### src/rtl/nonconsec_mon_pkg.sv
// Shared types and helpers for the non-consecutive repetition monitor:
// FSM state encoding, count-width helper and the saturating increment.
package nonconsec_mon_pkg;

  typedef enum logic [1:0] {
    IDLE  = 2'd0,
    COUNT = 2'd1,
    CHECK = 2'd2
  } state_t;

  localparam int REP_N_DEF    = 3;
  localparam int MAX_WAIT_DEF = 64;
  localparam int CNT_W_DEF    = 16;

  // Bits needed to hold values 0..max_val; used as $clog2(REP_N+1) and $clog2(MAX_WAIT+1).
  function automatic int cnt_width(input int max_val);
    return $clog2(max_val + 1);
  endfunction

  localparam int B_CNT_W_DEF    = cnt_width(REP_N_DEF);
  localparam int WAIT_CNT_W_DEF = cnt_width(MAX_WAIT_DEF);

  // Increment that sticks at the all-ones value of a width-bit counter.
  function automatic logic [63:0] sat_inc(input logic [63:0] val, input int width);
    logic [63:0] max_val;
    max_val = (width >= 64) ? '1 : ((64'd1 << width) - 64'd1);
    return (val >= max_val) ? max_val : val + 64'd1;
  endfunction

endpackage

### src/rtl/nonconsec_rep_monitor_sat_counter.sv
// Saturating statistics counter with synchronous clear.
module sat_counter
  import nonconsec_mon_pkg::*;
#(
  parameter int CNT_W = CNT_W_DEF
) (
  input  logic             clk,
  input  logic             clr,
  input  logic             inc,
  output logic [CNT_W-1:0] cnt
);

  always_ff @(posedge clk) begin
    if (clr) begin
      cnt <= '0;
    end else if (inc) begin
      cnt <= CNT_W'(sat_inc(64'(cnt), CNT_W));
    end
  end

endmodule

### src/rtl/nonconsec_rep_monitor.sv
// Run-time checker: A, then B seen exactly REP_N times (not necessarily
// back to back) implies C high at every match point.
module nonconsec_rep_monitor
  import nonconsec_mon_pkg::*;
#(
  parameter int REP_N    = REP_N_DEF,
  parameter int MAX_WAIT = MAX_WAIT_DEF,
  parameter int CNT_W    = CNT_W_DEF
) (
  input  logic             clk,
  input  logic             rst,
  input  logic             en_i,
  input  logic             a_i,
  input  logic             b_i,
  input  logic             c_i,
  output logic             busy_o,
  output logic             pass_o,
  output logic             fail_o,
  output logic             vacuous_o,
  output logic [CNT_W-1:0] pass_cnt_o,
  output logic [CNT_W-1:0] fail_cnt_o,
  output logic [CNT_W-1:0] drop_cnt_o
);

  localparam int B_W = cnt_width(REP_N);
  localparam int W_W = cnt_width(MAX_WAIT);

  state_t         state, state_nxt;
  logic [B_W-1:0] b_cnt, b_cnt_nxt, b_cnt_inc;
  logic [W_W-1:0] wait_cnt, wait_cnt_nxt;
  logic           pass_nxt, fail_nxt, vacuous_nxt;
  logic           drop;

  assign b_cnt_inc = b_cnt + 1'b1;
  assign busy_o    = (state != IDLE);
  // A trigger is dropped whenever an attempt is outstanding, even on its last cycle.
  assign drop      = en_i && a_i && (state != IDLE);

  always_comb begin
    // NOTE: every output of this block gets a default first so no path leaves a latch.
    state_nxt    = state;
    b_cnt_nxt    = b_cnt;
    wait_cnt_nxt = wait_cnt;
    pass_nxt     = 1'b0;
    fail_nxt     = 1'b0;
    vacuous_nxt  = 1'b0;

    if (!en_i) begin
      state_nxt    = IDLE;
      b_cnt_nxt    = '0;
      wait_cnt_nxt = '0;
    end else begin
      unique case (state)
        IDLE: begin
          if (a_i) begin
            state_nxt    = COUNT;
            b_cnt_nxt    = '0;
            wait_cnt_nxt = '0;
          end
        end
        COUNT: begin
          wait_cnt_nxt = wait_cnt + 1'b1;
          if (b_i) b_cnt_nxt = b_cnt_inc;
          // A completing B beats the timeout on the same cycle.
          if (b_i && (b_cnt_inc == B_W'(REP_N))) begin
            if (c_i) begin
              pass_nxt  = 1'b1;
              state_nxt = CHECK;
            end else begin
              fail_nxt  = 1'b1;
              state_nxt = IDLE;
            end
          end else if (wait_cnt_nxt == W_W'(MAX_WAIT)) begin
            vacuous_nxt = 1'b1;
            state_nxt   = IDLE;
          end
        end
        CHECK: begin
          if (b_i) begin
            state_nxt = IDLE;
          end else if (c_i) begin
            pass_nxt = 1'b1;
          end else begin
            fail_nxt  = 1'b1;
            state_nxt = IDLE;
          end
        end
        default: state_nxt = IDLE;
      endcase
    end
  end

  // NOTE: state registers use non-blocking assignments so all flops update from pre-edge values.
  always_ff @(posedge clk) begin
    if (rst) begin
      state     <= IDLE;
      b_cnt     <= '0;
      wait_cnt  <= '0;
      pass_o    <= 1'b0;
      fail_o    <= 1'b0;
      vacuous_o <= 1'b0;
    end else begin
      state     <= state_nxt;
      b_cnt     <= b_cnt_nxt;
      wait_cnt  <= wait_cnt_nxt;
      pass_o    <= pass_nxt;
      fail_o    <= fail_nxt;
      vacuous_o <= vacuous_nxt;
    end
  end

  sat_counter #(.CNT_W(CNT_W)) u_pass_cnt (
    .clk (clk),
    .clr (rst),
    .inc (pass_nxt),
    .cnt (pass_cnt_o)
  );

  sat_counter #(.CNT_W(CNT_W)) u_fail_cnt (
    .clk (clk),
    .clr (rst),
    .inc (fail_nxt),
    .cnt (fail_cnt_o)
  );

  sat_counter #(.CNT_W(CNT_W)) u_drop_cnt (
    .clk (clk),
    .clr (rst),
    .inc (drop),
    .cnt (drop_cnt_o)
  );

endmodule

### config.mk
export PLATFORM = sky130hd
export DESIGN_NAME = nonconsec_rep_monitor
export DESIGN_NICKNAME = d
export VERILOG_FILES = /design/src/rtl/nonconsec_mon_pkg.sv /design/src/rtl/nonconsec_rep_monitor_sat_counter.sv /design/src/rtl/nonconsec_rep_monitor.sv
export SDC_FILE = /design/constraint.sdc
export NUM_CORES = 1
export LEC_CHECK = 0
export CORE_MARGIN = 1.5
export CORE_UTILIZATION = 50
export CTS_CLUSTER_DIAMETER = 150
export DETAILED_ROUTE_END_ITERATION = 10
export PLACE_DENSITY = 0.85
export RECOVER_POWER = 50
export SYNTH_ARGS = -nofsm -noshare
export SYNTH_HDL_FRONTEND = slang
export SYNTH_SLANG_ARGS = --single-unit
### constraint.sdc
create_clock -name clk -period 3.7 [get_ports clk]
set_clock_uncertainty 0.1 [all_clocks]
set_input_delay 0.555 -clock clk [delete_from_list [all_inputs] [get_ports clk]]
set_output_delay 0.555 -clock clk [all_outputs]
set_load 0.05 [all_outputs]
==> impl_metrics.tcl <==
set metrics [dict create \
    grt.total_usage 0.2273 \
    ys_warn_count 0 \
    die_w_um 84.39 \
    cts_buffers 9 \
    final_common_cell "dfxtp_1" \
    wire_per_inst_um 15.23 \
    finalMaxSlewViolations 0 \
    top_usage_layer "met2" \
    cts_buffer_depth 2 \
    yosys.area.top_type "dfxtp_1" \
    gp_congestion 0.8197 \
    ios 58 \
    routed_wl_um 8118 \
    tns_ps 0 \
    drcViolationCount 0 \
    rsz0062_at_grt "no" \
    area_delta_synth_final_pct 26.03 \
    fin_crit_ps 2925 \
    portBuffers 57 \
    drtIter0Drc 174 \
    ant_nets 0 \
    synth_area_leaders "dfxtp_1, a21oi_1, a31oi_1, nand2_1, ha_1" \
    via_per_inst 6.118 \
    required_ps 3870 \
    use_met1 0.2910 \
    antenna_found_initial 0 \
    core-area_um2 6386 \
    hp-class "flip-flop to flip-flop" \
    utilization 0.6536 \
    cts.repair.resized 0 \
    design_area_um2 4174 \
    chipHeight_um 84.39 \
    total_power_w 0.001537 \
    syn_area_per_cell_um2 8.301 \
    worst_pin_slew_ps 1286 \
    cts_sinks 62 \
    ys_seq_elements 62 \
    insertion_delay_ps 350 \
    leakage_nw 1.471 \
    fillers 545 \
    cp_max_fo 12 \
    hold_violations 0 \
    initial_core_util 0.5186 \
    ir_worst_vdd_mv 0.3479 \
    status "complete, no violations" \
    use_met2 0.3796 \
    setup_viol 0 \
    worst_ep_arrival_time_ps 3100 \
    grt_overflow_total 0 \
    cts_root_buf "clkbuf_8" \
    first_global_vias 2884 \
    syn_area_um2 3312 \
    cap_violations 0 \
    dr.pass1.iters 5 \
    crit_type "input pin to flip-flop" \
    grt_start_max_net_pins 34 \
    die_area_um2 7121 \
    worstSetupStartpointType "input pin" \
    post-cts-setup-buffer-count 0 \
    use_met3 0.05900 \
    grt_pass1_wl_um 13390 \
    most-common-layout-cells "dfxtp_1, dlygate4sd3_1, nand2_1, a21oi_1, nand3_1" \
    worstSetupEndpointType "flip-flop" \
    seq_area_frac_synth 0.3748 \
    synth_edf_count 0 \
    synth_flop_cell "dfxtp_1" \
    synth_cell_types 62 \
    slew_headroom 0.1337 \
    path_clk_slew_ps 70 \
    yosysTopAreaCellShare 0.3748 \
    drive_gt1_frac 0.05921 \
    rows 29 \
    insertedDiodeCount 0 \
    htree_num_levels 3 \
    placed_cell_area_um2 3911 \
    netlist_instances 399 \
    vias 3261 \
    synthArstFlopShare 0 \
    cts_hold_buf 0 \
    power_density_nw_per_um2 368.3 \
    fmax_mhz 341.9 \
    fin_crit_sh 0.7905 \
    finalNetCount 466 \
    cts_tree "yes" \
    dp_hpwl_um 5594 \
    synth.net_count 414 \
]
-- final cells by class --
| cell class | instances | area (um^2) | area share |
|---|---|---|---|
| tap | 77 | 96.34 | 0.02308 |
| sequential | 62 | 1241 | 0.2974 |
| timing repair buffer | 59 | 580.6 | 0.1391 |
| inverter | 17 | 63.81 | 0.01529 |
| multi-input combinational | 302 | 1922 | 0.4604 |
| clock buffer | 10 | 137.6 | 0.03297 |
| clock inverter | 6 | 132.6 | 0.03177 |
-- metal layers --
layer,routed length (um),share of wire
met1,3591,0.44
met2,4032,0.50
met3,416,0.051
met4,77,0.0095
met5,0,0
-- worst max-delay path: stages --
cell,delay (ps)
dlygate4sd3_1,670
nor2b_1,470
o21ai_0,580
or4_1,650
a31oi_1,160
-- state kept, by name (all words and copies together), names as in the netlist --
| name | flops |
|---|---|
| b_cnt | 2 |
| u_fail_cnt.cnt | 16 |
| wait_cnt | 7 |
| u_pass_cnt.cnt | 16 |
| fail_o | 1 |
| u_drop_cnt.cnt | 16 |
| vacuous_o | 1 |
| state | 2 |
| pass_o | 1 |
-- stage by stage --
step                std cells  hold slack (ps)  setup slack [ps]
floorplan                 399            336.3              1496
global placement          517            345.2             935.9
detailed placement        517            348.2             819.7
CTS                       533            357.7              1034
global route              533            396.8             670.1
finish                    533            357.0             775.1
-- path summary, 6_finish.rpt --
check | from | end | cells past startpoint | slack (ps)
max | b_i | u_pass_cnt.cnt[7]$_SDFFE_PP0P_ | 5 | 780
min | b_cnt[0]$_SDFFE_PP0P_ | b_cnt[0]$_SDFFE_PP0P_ | 2 | 360
max reg2reg | state[1]$_SDFFE_PP0P_ | u_pass_cnt.cnt[2]$_SDFFE_PP0P_ | 6 | 880
min reg2reg | b_cnt[0]$_SDFFE_PP0P_ | b_cnt[0]$_SDFFE_PP0P_ | 2 | 360
-- logic make-up after synthesis --
logic type,synth area share
compound gates,0.2142
simple gates,0.2818
mux,0.01549
flops,0.3748
xor+xnor,0.03702
buf+inv,0.04269
fa+ha+maj,0.03400
-- Yosys cell counts, types with 4 or more instances --
| cell type | count |
|---|---|
| ha_1 | 9 |
| o21ai_0 | 17 |
| nor4_1 | 9 |
| nor2b_1 | 7 |
| or3_1 | 7 |
| dfxtp_1 | 62 |
| clkbuf_1 | 12 |
| and4_1 | 6 |
| nand2b_1 | 4 |
| mux2i_1 | 4 |
| xnor2_1 | 10 |
| nor2_1 | 20 |
| o31ai_1 | 5 |
| inv_1 | 17 |
| a31oi_1 | 21 |
| a211oi_1 | 7 |
| nand2_1 | 32 |
| nor3_1 | 12 |
| a21oi_1 | 29 |
| nand3_1 | 22 |
| nand4_1 | 11 |
| xor2_1 | 4 |
| and4b_1 | 4 |
| and3_1 | 7 |
| or4_1 | 4 |
-- report_power, final --
part | internal, W | switching, W
Clock | 0.000533 | 0.000270
Combinational | 0.0000208 | 0.0000431
Sequential | 0.000669 | 0.00000179
Total | 0.00122 | 0.000315
Power figures use the tool's default switching activity.
